## src/rtl/adc_scan_sequencer.sv

```systemverilog
// Scan sequencer for a 6-channel 12-bit serial ADC: issues 7 address/data frames
// per scan, collects results in shadow registers and publishes them atomically.
module adc_scan_sequencer #(
  parameter int unsigned CLK_DIV = 4
) (
  input  logic       clk,
  input  logic       rst_n,
  input  logic [7:0] adc_cmd,
  output logic [7:0] status,
  output logic [7:0] ch0_upper,
  output logic [7:0] ch0_lower,
  output logic [7:0] ch1_upper,
  output logic [7:0] ch1_lower,
  output logic [7:0] ch2_upper,
  output logic [7:0] ch2_lower,
  output logic [7:0] ch3_upper,
  output logic [7:0] ch3_lower,
  output logic [7:0] ch4_upper,
  output logic [7:0] ch4_lower,
  output logic [7:0] ch5_upper,
  output logic [7:0] ch5_lower,
  output logic       adc_cs_n,
  output logic       adc_sclk,
  output logic       adc_din,
  input  logic       adc_dout
);

  typedef enum logic [1:0] {IDLE = 2'd0, SETUP = 2'd1, SHIFT = 2'd2, GAP = 2'd3} state_t;

  localparam int unsigned DW = 9;
  localparam logic [DW-1:0] HALF_LAST = DW'(CLK_DIV - 1);
  localparam logic [DW-1:0] GAP_LAST  = DW'(2 * CLK_DIV - 1);

  state_t            state_q, state_d;
  logic [1:0]        cmd_q, cmd_d;
  logic              pend_q, pend_d;
  logic [DW-1:0]     div_q, div_d;
  logic [3:0]        bit_q, bit_d;
  logic [2:0]        frm_q, frm_d;
  logic              sclk_q, sclk_d;
  logic              din_q, din_d;
  logic              cs_n_q, cs_n_d;
  logic [11:0]       sh_q, sh_d;
  logic [5:0][11:0]  shadow_q, shadow_d;
  logic [5:0][11:0]  res_q, res_d;
  logic              upd_q, upd_d;
  logic              dv_q, dv_d;
  logic              zero_q, zero_d;
  logic [3:0]        cnt_q, cnt_d;

  logic              cmd_edge, start, div_done, last_bit, rise;
  logic              unused_cmd;

  assign unused_cmd = ^adc_cmd[7:2];

  // Frame f carries address f on bits 2..4; the trailing frame only clocks out data.
  function automatic logic din_bit(input logic [2:0] frm, input logic [3:0] bitn);
    logic [2:0] addr;
    addr = (frm < 3'd6) ? frm : 3'd0;
    case (bitn)
      4'd2:    din_bit = addr[2];
      4'd3:    din_bit = addr[1];
      4'd4:    din_bit = addr[0];
      default: din_bit = 1'b0;
    endcase
  endfunction

  always_comb begin
    cmd_edge = adc_cmd[0] & ~cmd_q[0];
    start    = cmd_edge | pend_q | cmd_q[1];
    div_done = (state_q == GAP) ? (div_q == GAP_LAST) : (div_q == HALF_LAST);
    last_bit = (frm_q == 3'd6) && (bit_q == 4'd15);
  end

  always_ff @(posedge clk or negedge rst_n) begin
    if (!rst_n) state_q <= IDLE;
    else        state_q <= state_d;
  end

  always_comb begin
    state_d = state_q;
    case (state_q)
      IDLE:    if (start) state_d = SETUP;
      SETUP:   if (div_done) state_d = SHIFT;
      SHIFT:   if (div_done && sclk_q && last_bit) state_d = GAP;
      GAP:     if (div_done) state_d = start ? SETUP : IDLE;
      default: state_d = IDLE;
    endcase
  end

  always_comb begin
    cmd_d    = adc_cmd[1:0];
    div_d    = (state_q == IDLE || div_done || state_d != state_q) ? '0 : div_q + DW'(1);
    bit_d    = bit_q;
    frm_d    = frm_q;
    sclk_d   = sclk_q;
    din_d    = din_q;
    sh_d     = sh_q;
    shadow_d = shadow_q;
    rise     = 1'b0;
    cs_n_d   = !(state_d == SETUP || state_d == SHIFT);

    // A scan launch consumes any request; an edge seen while busy is parked once.
    pend_d = pend_q;
    if ((state_q == IDLE || state_q == GAP) && state_d == SETUP) pend_d = 1'b0;
    else if (cmd_edge && state_q != IDLE)                        pend_d = 1'b1;

    case (state_q)
      SETUP: begin
        bit_d = 4'd0;
        frm_d = 3'd0;
        if (div_done) begin
          sclk_d = 1'b0;
          din_d  = din_bit(3'd0, 4'd0);
        end
      end
      SHIFT: begin
        if (div_done) begin
          if (!sclk_q) begin
            sclk_d = 1'b1;
            rise   = 1'b1;
          end else if (!last_bit) begin
            sclk_d = 1'b0;
            bit_d  = bit_q + 4'd1;
            if (bit_q == 4'd15) frm_d = frm_q + 3'd1;
            din_d  = din_bit(frm_d, bit_d);
          end else begin
            din_d  = 1'b0;
          end
        end
      end
      default: begin
        sclk_d = 1'b1;
        din_d  = 1'b0;
        bit_d  = 4'd0;
        frm_d  = 3'd0;
      end
    endcase

    // Data bits 4..15 shift in MSB first; frame f holds channel f-1.
    if (rise) begin
      if (bit_q >= 4'd4) sh_d = {sh_q[10:0], adc_dout};
      if (bit_q == 4'd15 && frm_q != 3'd0) shadow_d[frm_q - 3'd1] = {sh_q[10:0], adc_dout};
    end
    upd_d = rise && last_bit;

    res_d  = res_q;
    dv_d   = dv_q;
    zero_d = zero_q;
    cnt_d  = cnt_q;
    if (upd_q) begin
      res_d  = shadow_q;
      dv_d   = 1'b1;
      zero_d = (shadow_q == '0);
      cnt_d  = cnt_q + 4'd1;
    end
  end

  always_ff @(posedge clk or negedge rst_n) begin
    if (!rst_n) begin
      cmd_q    <= '0;
      pend_q   <= 1'b0;
      div_q    <= '0;
      bit_q    <= '0;
      frm_q    <= '0;
      sclk_q   <= 1'b1;
      din_q    <= 1'b0;
      cs_n_q   <= 1'b1;
      sh_q     <= '0;
      shadow_q <= '0;
      res_q    <= '0;
      upd_q    <= 1'b0;
      dv_q     <= 1'b0;
      zero_q   <= 1'b0;
      cnt_q    <= '0;
    end else begin
      cmd_q    <= cmd_d;
      pend_q   <= pend_d;
      div_q    <= div_d;
      bit_q    <= bit_d;
      frm_q    <= frm_d;
      sclk_q   <= sclk_d;
      din_q    <= din_d;
      cs_n_q   <= cs_n_d;
      sh_q     <= sh_d;
      shadow_q <= shadow_d;
      res_q    <= res_d;
      upd_q    <= upd_d;
      dv_q     <= dv_d;
      zero_q   <= zero_d;
      cnt_q    <= cnt_d;
    end
  end

  assign adc_cs_n = cs_n_q;
  assign adc_sclk = sclk_q;
  assign adc_din  = din_q;
  assign status   = {cnt_q, zero_q, dv_q, cmd_q[1], state_q != IDLE};

  assign ch0_upper = {4'b0, res_q[0][11:8]};
  assign ch0_lower = res_q[0][7:0];
  assign ch1_upper = {4'b0, res_q[1][11:8]};
  assign ch1_lower = res_q[1][7:0];
  assign ch2_upper = {4'b0, res_q[2][11:8]};
  assign ch2_lower = res_q[2][7:0];
  assign ch3_upper = {4'b0, res_q[3][11:8]};
  assign ch3_lower = res_q[3][7:0];
  assign ch4_upper = {4'b0, res_q[4][11:8]};
  assign ch4_lower = res_q[4][7:0];
  assign ch5_upper = {4'b0, res_q[5][11:8]};
  assign ch5_lower = res_q[5][7:0];

endmodule

```

## config.mk

```make
export PLATFORM = sky130hd
export DESIGN_NAME = adc_scan_sequencer
export DESIGN_NICKNAME = d
export VERILOG_FILES = /design/src/rtl/adc_scan_sequencer.sv
export SDC_FILE = /design/constraint.sdc
export NUM_CORES = 1
export LEC_CHECK = 0
export ABC_AREA = 1
export BUFFER_PORTS_ARGS = -buffer_cell sky130_fd_sc_hd__clkbuf_2
export CORE_UTILIZATION = 35
export CTS_CLUSTER_DIAMETER = 40
export DETAILED_ROUTE_END_ITERATION = 8
export GPL_TIMING_DRIVEN = 0
export PLACE_DENSITY_LB_ADDON = 0.25
export SETUP_SLACK_MARGIN = 0.2
export SYNTH_ARGS = -nofsm -noshare
export SYNTH_HDL_FRONTEND = slang
export SYNTH_SLANG_ARGS = --single-unit
```

## constraint.sdc

```tcl
create_clock -name clk -period 6.1 [get_ports clk]
set_clock_uncertainty 0.1 [all_clocks]
set_input_delay 1.525 -clock clk [delete_from_list [all_inputs] [get_ports clk]]
set_output_delay 1.525 -clock clk [all_outputs]
set_load 0.02 [all_outputs]
```

==> run_results.csv, run 1 <==
group,metric,value,unit
pwr,total_power,2.55,mW
sta,finalCritPeriodShare,51.0,%
worst_setup_path,max_stage_delay,0.42,ns
worst_setup_path,cp_slowest_cell,"dfrtp_1",
finish,diodes,0,
flow_run,maxCapViolCount,0,
clocking,ctsHtreeMaxLevel,4,
finish,final_core_utilization,42.7,%
synth,syn_avg_cell_area,9.32,µm²
worst_setup_path,critPathMaxFanout,6,
global_route,grt_use_total,17.0,%
placed_design,place.port_buffers,87,
worst_setup_path,required,4.47,ns
synth,synth-main-ff-cell,"dfrtp_1",
global_route,use_met3,4.04,%
placed_design,gp_congestion,0.777,
drt,routed_via_density,4.61,
worst_setup_path,critPathArrivalTime,1.48,ns
global_route,grt-busiest-layer,"met2",
worst_setup_path,crit_type,"register to output pin",
floorplanning,ios,118,
drt,drcViolationCount,5,
global_route,grtUsageMet2,27.4,%
sta,maxSlewViolCount,0,
finish,drive_above_1_share,19.3,%
synth,syn_inst,852,
pwr,powerDensity,272,nW/µm²
clocking,clockRootBuffer,"clkbuf_16",
floorplanning,dieArea,23300,µm²
synth,ys_ff_latch,186,
synth,yosys.area_share.adder,2.36,%
clocking,cts_made_buffers,17,
worst_setup_path,crit_chain,"inv_1, ha_1, inv_1, clkbuf_2",
floorplanning,core,22000,µm²
synth,async_flop_share,100,%
synth,synth_compound_area_share,7.88,%
floorplanning,start_util,36.1,%
sta,fmax,322,MHz
clocking,cts_tree,"done",
clocking,clk_latency,0.44,ns
sta,worstMarginPinSlew,0.747,ns
drt,first_pass_iters,9,
min_path,min_path_cells,1,
drt,drt_iter0_drc,377,
global_route,globalRouteOverflowTotal,0,
synth,synth_cell_types,39,
clocking,ctsResizeCount,0,
synth,synth-xor-area-share,1.21,%
clocking,cts_hold_buf,0,
status,run_status,"finished, violations left",
synth,synth_edf_count,0,
worst_setup_path,crit_path_end_kind,"output pin",
synth,synth_top_family_by_area,"simple AND/OR/NAND/NOR gates",
worst_setup_path,crit_top_cell,"inv_1",
synth,synth.largest_area_cell,"dfrtp_1",
placed_design,placed_cell_area,8850,µm²
synth,netlist.area_leader.share,58.0,%
finish,fin_area,9400,µm²
synth,ys_warn_count,0,
floorplanning,rows,54,
sta,max_slew_margin,50.2,%
drt,dr_total_vias,5884,
clocking,postCtsSetupBuffers,0,
finish,final_nets,1008,
finish,area_growth,18.4,%
sta,hold_viol_final,0,
clocking,cts_max_path_buffers,2,
synth,synthSimpleGateAreaFrac,22.3,%
pwr,power_leakage,4.91,nW
synth,netlist_area,7940,µm²
sta,setup_viol,0,
min_path,hold_class,"register to register",
global_route,grt_start_max_net_pins,109,
clocking,clock-sinks,186,
status,violations,"DRC",
drt,wirelength,18600,µm
floorplanning,die_w,153,µm
drt,wl_per_cell,14.6,µm
synth,synth.area.mux_share,0,%
global_route,grt_pass1_vias,5766,
placed_design,hpwlAfterDp,12900,µm
global_route,grt_pass1_wl,30900,µm
sta,grt_setup_unrepaired,"no",
global_route,antenna_found_initial,0,
sta,period_minus_slack,3.11,ns
synth,synth-seq-area-share,58.6,%
synth,synth.area.top_cells,"dfrtp_1 (58%), nand2_1 (15%), o21ai_1 (4.0%)",
floorplanning,die_h,153,µm
worst_setup_path,reg2regPathDepth,11,
pwr,vdd_ir_drop_max,0.000144,V
clocking,clk_pin_slew,0.07,ns
drt,ant_nets,0,
global_route,met1_usage,23.1,%
worst_setup_path,start_kind,"register",
-- cell usage after synthesis, types with 2 or more instances --
| master | n |
|---|---|
| nand2_1 | 324 |
| dfrtp_1 | 184 |
| o21ai_1 | 64 |
| inv_1 | 47 |
| nor2_1 | 33 |
| buf_4 | 27 |
| o21ai_0 | 22 |
| nor4_1 | 19 |
| clkbuf_1 | 16 |
| ha_1 | 15 |
| nand3_1 | 14 |
| buf_6 | 12 |
| o21ai_2 | 8 |
| nand2_4 | 7 |
| xor2_1 | 7 |
| a21oi_1 | 6 |
| nand4_1 | 6 |
| nor3_1 | 4 |
| o22ai_1 | 4 |
| or2_2 | 4 |
| xnor2_1 | 4 |
| nor2_4 | 3 |
| buf_1 | 2 |
| dfstp_2 | 2 |
| inv_2 | 2 |
| nand2_2 | 2 |
| o21a_1 | 2 |
-- through the flow --
step                      instances  TNS (ns)  setup WS [ns]  hold WS, ns
final                          1275         0           2.99        0.367
after global routing           1275         0           2.89        0.381
after CTS                      1275         0           2.96        0.366
after detailed placement       1243         0           3.05        0.354
after global placement         1242    -44.41         -0.258        0.346
after floorplan                 875         0           3.33        0.333
-- power by group --
part / leakage [nW] / switching (mW) / total [mW] / internal [mW]
logic: 2.09 / 0.150 / 0.224 / 0.0740
registers: 2.55 / 0.0169 / 1.27 / 1.26
clock network: 0.271 / 0.521 / 1.06 / 0.536
-- worst paths after layout --
path                             from            to  slack [ns]
max                        state_q[0]     status[0]        2.99
max reg2reg                state_q[0]  shadow_q[67]        3.48
max in group asynchronous       rst_n  ch1_lower[7]        3.95
min in group asynchronous       rst_n      cnt_q[3]        0.98
min reg2reg                  div_q[0]      div_q[0]        0.37
min                          div_q[0]      div_q[0]        0.37
-- placed cells by master, fill, tap and decap left out, types with 8 or more instances in the layout --
cell         n
clkbuf_1    16
dfrtp_1    184
nand3_1     14
buf_4       27
nand2_1    324
conb_1      24
inv_1       47
o21ai_0     22
o21ai_1     64
nor2_1      33
nor4_1      19
o21ai_2      8
clkbuf_16   17
clkbuf_2    86
ha_1        15
buf_6       12
-- cell type report --
cell class              instances  area [µm²]
plain buffers                  58         410
clock inverters                15         129
repair buffers                 88         472
inverters                      51         193
fillers                      2193       12600
flip-flops and latches        186        4660
multi-input cells             580        2770
clock buffers                  17         425
well taps                     280         350
-- per-layer routing --
layer	vias to the layer above	routed length, µm	part of all wire [%]
li1	2935	-	-
met1	2808	8780	47
met2	124	8780	47
met3	17	864	4.6
met4	0	206	1.1
met5	-	0	0
-- kinds of logic (layout without fill, tap and decap cells) --
kind of cell,Yosys count,in the layout
and+or+nand+nor,419,419
DFF,186,186
AOI/OAI and AO/OA,111,111
buffers and inverters,109,229
adders and majority gates,15,15
xor gates and xnor gates,11,11
other,1,24
-- state kept, by name, indices dropped and copies added, names as in the netlist, 8 cells and up --
signal     flops
ch5_lower      8
ch1_lower      8
ch3_lower      8
div_q          9
shadow_q      72
ch2_lower      8
sh_q          11
ch4_lower      8
ch0_lower      8
-- worst max-delay path, delay by kind of cell (launching register included) --
kind / cells / cell delay [ns]
flip-flops: 1 / 0.42
adder cells (fa/ha/maj): 1 / 0.24
buffers and inverters: 3 / 0.38
Power figures use the tool's default switching activity.
==> run 2, diff against run 1 <==
--- a/config.mk
+++ b/config.mk
@@ -5,7 +5,7 @@
 export SDC_FILE = /design/constraint.sdc
 export NUM_CORES = 1
 export LEC_CHECK = 0
-export ABC_AREA = 1
+export ABC_AREA = 0
 export BUFFER_PORTS_ARGS = -buffer_cell sky130_fd_sc_hd__clkbuf_2
 export CORE_UTILIZATION = 35
 export CTS_CLUSTER_DIAMETER = 40
==> constraint.sdc (replaced) <==
create_clock -name clk -period 3.15 [get_ports clk]
set_clock_uncertainty 0.1 [all_clocks]
set_input_delay 0.7875 -clock clk [delete_from_list [all_inputs] [get_ports clk]]
set_output_delay 0.7875 -clock clk [all_outputs]
set_load 0.02 [all_outputs]
==> run 2 against run 1 <==
The flow still finishes with violations (DRC). Non-clock buffer count down 8. Synthesized cell count fell by 33%. Combinational power up 110%. Routed wire length shrank 7.9%. Global-route usage down 1.7 points. First-iteration DRC count is 39% lower. Critical endpoint is now sh_q[3]. Largest cell class unchanged.
==> run_results.csv, run 2 <==
group,metric,value,unit
global_route,grt_start_max_net_pins,96,
sta,max_slew_margin,42.7,%
floorplanning,die_w,152,µm
synth,synth.largest_area_cell,"dfrtp_1",
synth,syn_inst,569,
drt,ant_nets,0,
pwr,power_leakage,4.80,nW
worst_setup_path,critPathMaxFanout,10,
clocking,ctsHtreeMaxLevel,4,
global_route,grt_pass1_vias,4920,
floorplanning,die_h,152,µm
sta,maxSlewViolCount,0,
finish,largest_register_ffs,72,
clocking,clk_pin_slew,0.07,ns
drt,first_pass_iters,9,
finish,regArea,4660,µm²
drt,drt_iter0_drc,231,
status,run_status,"finished, violations left",
global_route,met1_usage,19.5,%
worst_setup_path,crit_start,"div_q[0]",
floorplanning,ios,118,
pwr,powerDensity,531,nW/µm²
synth,ys_ff_latch,186,
sta,finalCritPeriodShare,87.8,%
finish,final_core_utilization,42.7,%
synth,netlist_area,7920,µm²
clocking,postCtsSetupBuffers,0,
drt,routed_via_density,4.88,
synth,yosysMostFrequentCell,"dfrtp_1",
synth,synth-main-ff-cell,"dfrtp_1",
global_route,grt_use_total,15.4,%
placed_design,place.port_buffers,87,
finish,top_register,"shadow_q",
sta,setup_viol,0,
drt,wl_per_cell,17.3,µm
sta,grt_setup_unrepaired,"no",
worst_setup_path,required,3.34,ns
global_route,grt_pass1_wl,27600,µm
placed_design,placed_cell_area,8830,µm²
sta,fmax,362,MHz
synth,synth.area.mux_share,22.6,%
worst_setup_path,crit_chain,"ha_1, nor3b_1, nand3_1, clkbuf_1, nor3_1, buf_2, mux2_2",
finish,final_nets,725,
flow_run,maxCapViolCount,0,
finish,drive_above_1_share,44.2,%
synth,netlist.area_leader.share,58.1,%
synth,synth-seq-area-share,58.8,%
min_path,hold_class,"primary input to asynchronous set/reset pin",
placed_design,hpwlAfterDp,12100,µm
floorplanning,dieArea,23200,µm²
floorplanning,rows,54,
synth,synth_edf_count,0,
synth,yosys.area_share.adder,2.37,%
finish,biggestRegsByFlops,"shadow_q: 72 flops, sh_q: 11 flops, div_q: 9 flops",
worst_setup_path,crit_type,"register to register",
worst_setup_path,crit_path_end_kind,"register",
placed_design,gp_congestion,0.743,
clocking,clockRootBuffer,"clkbuf_16",
floorplanning,core,22000,µm²
drt,dr_total_vias,4836,
global_route,use_met3,4.10,%
finish,fill_cells,2079,
worst_setup_path,worst_r2r_startpoint,"div_q[0]",
synth,async_flop_share,100,%
pwr,vdd_ir_drop_max,0.000374,V
floorplanning,start_util,36.0,%
pwr,total_power,5.00,mW
global_route,globalRouteOverflowTotal,0,
synth,synth.area.top_cells,"dfrtp_1 (58%), mux2_2 (22%), buf_4 (2.7%)",
synth,synthSimpleGateAreaFrac,6.94,%
synth,synth_common_cells,"dfrtp_1 (184), mux2_2 (157), buf_4 (29)",
synth,syn_avg_cell_area,13.9,µm²
worst_setup_path,reg2reg_slack,0.38,ns
synth,synth_cell_types,45,
finish,mostFrequentLayoutCells,"dfrtp_1 (184), mux2_2 (157), clkbuf_2 (86)",
finish,fin_area,9400,µm²
finish,area_growth,18.7,%
synth,ys_warn_count,0,
global_route,antenna_found_initial,0,
sta,worstMarginPinSlew,0.859,ns
synth,synth_top_family_by_area,"multiplexers",
synth,synth-xor-area-share,2.32,%
clocking,clk_latency,0.42,ns
clocking,cts_tree,"done",
sta,hold_viol_final,0,
finish,final_common_cell,"dfrtp_1",
finish,multi_input_area,3000,µm²
worst_setup_path,critPathArrivalTime,2.96,ns
worst_setup_path,reg2reg_to,"sh_q[3]",
worst_setup_path,start_kind,"register",
clocking,cts_made_buffers,17,
status,violations,"DRC",
drt,drcViolationCount,8,
drt,wirelength,17200,µm
clocking,cts_hold_buf,0,
synth,synth_compound_area_share,2.48,%
clocking,ctsResizeCount,0,
worst_setup_path,reg2regPathDepth,7,
finish,diodes,0,
sta,period_minus_slack,2.77,ns
worst_setup_path,cp_slowest_cell,"dfrtp_1",
clocking,clock-sinks,186,
worst_setup_path,max_stage_delay,0.41,ns
clocking,cts_max_path_buffers,2,
global_route,grt-busiest-layer,"met2",
global_route,grtUsageMet2,25.3,%
run 2: cell count changes after synthesis, sizes merged, moves of 6 or more:
| cell | previous run | this run |
|---|---|---|
| mux2 | 0 | 157 |
| nor2 | 36 | 15 |
| clkbuf | 16 | 10 |
| o21ai | 94 | 3 |
| xnor2 | 4 | 13 |
| nor3 | 4 | 17 |
| inv | 49 | 12 |
| nand2 | 333 | 8 |
run 2: cells by family after synthesis:
group | after synthesis
XOR/XNOR | 21
multiplexers | 159
adder cells (fa/ha/maj) | 15
other | 1
AND/OR/NAND/NOR | 100
AO/OA/AOI/OAI | 24
flip-flops | 186
buffers and inverters | 63
run 2: per-layer routing:
metal / vias up / routed length (µm)
li1: 2247 / -
met1: 2478 / 7850
met2: 96 / 8370
met3: 15 / 723
met4: 0 / 223
met5: - / 0
run 2: where the power goes:
part	total, mW	internal, mW	switching [mW]
clock network	2.06	1.15	0.908
registers	2.47	2.43	0.0408
logic	0.464	0.160	0.305
run 2: worst max path at each step:
stage,end
2_1_floorplan,div_q[2]
3_3_place_gp,ch0_lower[7]
3_5_place_dp,shadow_q[44]
4_1_cts,shadow_q[44]
5_1_grt,sh_q[4]
6_report,sh_q[3]
run 2: layout make-up:
type / instances / area share [%]
multi-input cells: 343 / 31.9
plain buffers: 50 / 3.23
flip-flops and latches: 186 / 49.5
clock buffers: 22 / 4.94
inverters: 13 / 0.519
repair buffers: 88 / 5.02
well taps: 280 / 3.73
clock inverters: 10 / 1.14
run 2: critical path, delay by kind of cell (launching register included):
| family | cells | cell delay (ns) |
|---|---|---|
| adder cells (fa/ha/maj) | 1 | 0.30 |
| AND/OR/NAND/NOR | 3 | 0.86 |
| multiplexers | 1 | 0.36 |
| flip-flops | 1 | 0.41 |
| buffers and inverters | 2 | 0.61 |
run 2: per-stage QoR:
step                instances  TNS, ns  worst slack (ns)  hold slack, ns
floorplan                 592        0             0.781           0.338
global placement          959  -389.29             -2.12           0.353
detailed placement        960        0             0.373           0.355
CTS                       992        0             0.363           0.339
global route              992        0             0.213           0.355
finish                    992        0             0.385           0.325
==> run 3, diff against run 2 <==
--- a/config.mk
+++ b/config.mk
@@ -7,6 +7,7 @@
 export LEC_CHECK = 0
 export ABC_AREA = 0
 export BUFFER_PORTS_ARGS = -buffer_cell sky130_fd_sc_hd__clkbuf_2
+export CORE_ASPECT_RATIO = 0.9
 export CORE_UTILIZATION = 35
 export CTS_CLUSTER_DIAMETER = 40
 export DETAILED_ROUTE_END_ITERATION = 8
==> run 3 against run 2 <==
The run now ends clean. Combinational power hardly changed. Die area is essentially flat. First-iteration DRC count decreased by 3.9%. Power grew 5.1%. Largest cell class unchanged. Largest power group unchanged. Highest routed layer unchanged.
==> run_results.csv, run 3 (same netlist as run 2, synthesis figures left out) <==
group,metric,value,unit
status,run_status,"finished, final reports clean",
clocking,clk_pin_slew,0.07,ns
drt,ant_nets,0,
worst_setup_path,required,3.36,ns
global_route,grt_pass1_vias,4998,
pwr,powerDensity,553,nW/µm²
clocking,ctsHtreeMaxLevel,4,
worst_setup_path,crit_start,"state_q[0]",
global_route,globalRouteOverflowTotal,0,
finish,diodes,0,
finish,drive_above_1_share,44.4,%
worst_setup_path,reg2reg_slack,0.43,ns
sta,finalCritPeriodShare,86.4,%
worst_setup_path,crit_path_end_kind,"register",
floorplanning,ios,118,
worst_setup_path,worst_r2r_startpoint,"state_q[0]",
finish,mostFrequentLayoutCells,"dfrtp_1 (184), mux2_2 (157), clkbuf_2 (86)",
clocking,clockRootBuffer,"clkbuf_16",
sta,hold_viol_final,0,
sta,setup_viol,0,
sta,max_slew_margin,44.8,%
clocking,ctsResizeCount,0,
global_route,grt_use_total,15.8,%
sta,maxSlewViolCount,0,
worst_setup_path,critPathMaxFanout,10,
worst_setup_path,reg2regPathDepth,7,
global_route,grt_pass1_wl,27800,µm
floorplanning,core,21900,µm²
finish,fin_area,9490,µm²
floorplanning,die_h,145,µm
finish,final_common_cell,"dfrtp_1",
placed_design,placed_cells,971,
placed_design,hpwlAfterDp,12400,µm
drt,dr_total_vias,4877,
pwr,vdd_ir_drop_max,0.000335,V
drt,drcViolationCount,0,
worst_setup_path,reg2reg_to,"shadow_q[70]",
drt,wl_per_cell,17.4,µm
drt,routed_via_density,4.86,
finish,top_register,"shadow_q",
clocking,clock-sinks,186,
global_route,antenna_found_initial,0,
drt,first_pass_iters,6,
floorplanning,start_util,36.2,%
sta,grt_setup_unrepaired,"no",
finish,largest_register_ffs,72,
sta,worstMarginPinSlew,0.828,ns
pwr,power_leakage,4.84,nW
placed_design,placed_cell_area,8840,µm²
worst_setup_path,critPathArrivalTime,2.94,ns
clocking,cts_tree,"done",
drt,drt_iter0_drc,222,
min_path,hold_class,"primary input to asynchronous set/reset pin",
clocking,cts_max_path_buffers,2,
finish,stdcell_count,1003,
clocking,cts_made_buffers,17,
placed_design,gp_congestion,0.789,
clocking,clk_latency,0.43,ns
floorplanning,die_w,161,µm
finish,area_growth,19.8,%
worst_setup_path,start_kind,"register",
floorplanning,rows,51,
sta,period_minus_slack,2.72,ns
flow_run,maxCapViolCount,0,
sta,fmax,367,MHz
finish,final_nets,725,
clocking,cts_hold_buf,0,
worst_setup_path,crit_type,"register to register",
finish,biggestRegsByFlops,"shadow_q: 72 flops, sh_q: 11 flops, div_q: 9 flops",
floorplanning,dieArea,23200,µm²
global_route,grt_start_max_net_pins,102,
drt,wirelength,17500,µm
clocking,postCtsSetupBuffers,0,
finish,fill_cells,2021,
placed_design,place.port_buffers,87,
-- run 3: stage by stage --
stage / worst slack, ns / TNS (ns) / utilization (%) / total power, mW / hold WS (ns)
floorplan: 0.781 / 0 / - / 2.83 / 0.338
global placement: -2.13 / -391.21 / 40.2 / 2.96 / 0.360
detailed placement: 0.396 / 0 / 40.4 / 2.99 / 0.357
CTS: 0.379 / 0 / 43.3 / 5.32 / 0.326
global route: 0.233 / 0 / 43.3 / 5.46 / 0.339
finish: 0.429 / 0 / 43.3 / 5.25 / 0.293
-- run 3: worst max-delay path by stage --
stage | end | slack (ns) | cells past startpoint
CTS | shadow_q[70] | 0.38 | 7
floorplan | div_q[2] | 0.78 | 5
detailed placement | shadow_q[70] | 0.40 | 7
finish | shadow_q[70] | 0.43 | 7
global route | sh_q[2] | 0.23 | 7
global placement | ch1_lower[4] | -2.13 | 1
-- run 3: layout make-up --
type	instances	area, µm²	share of cell area [%]
well taps	291	364	3.84
flip-flops and latches	186	4660	49.1
inverters	13	48.8	0.514
repair buffers	88	472	4.97
plain buffers	50	304	3.21
clock buffers	21	460	4.85
multi-input cells	343	3000	31.6
clock inverters	11	184	1.94
-- run 3: worst max-delay path, cell delays in order (launching register included) --
cell and delay (ns):
dfrtp_1 0.45, inv_1 0.17, ha_1 0.32, nand2b_1 0.20, a2111oi_4 0.51, nand3_1 0.28, buf_2 0.29, mux2_2 0.30
-- run 3: power breakdown --
part / internal [mW] / switching, mW / total (mW)
Combinational: 0.160 / 0.303 / 0.463
Sequential: 2.43 / 0.0407 / 2.47
Clock: 1.39 / 0.924 / 2.31
Total: 3.98 / 1.27 / 5.25
-- run 3: layer usage --
layer,vias to the layer above,GRT usage [%],routed length (µm)
met4,0,3.41,122
met5,-,0,0
li1,2238,-,-
met2,103,25.2,8250
met1,2525,22.0,8410
met3,11,3.79,683
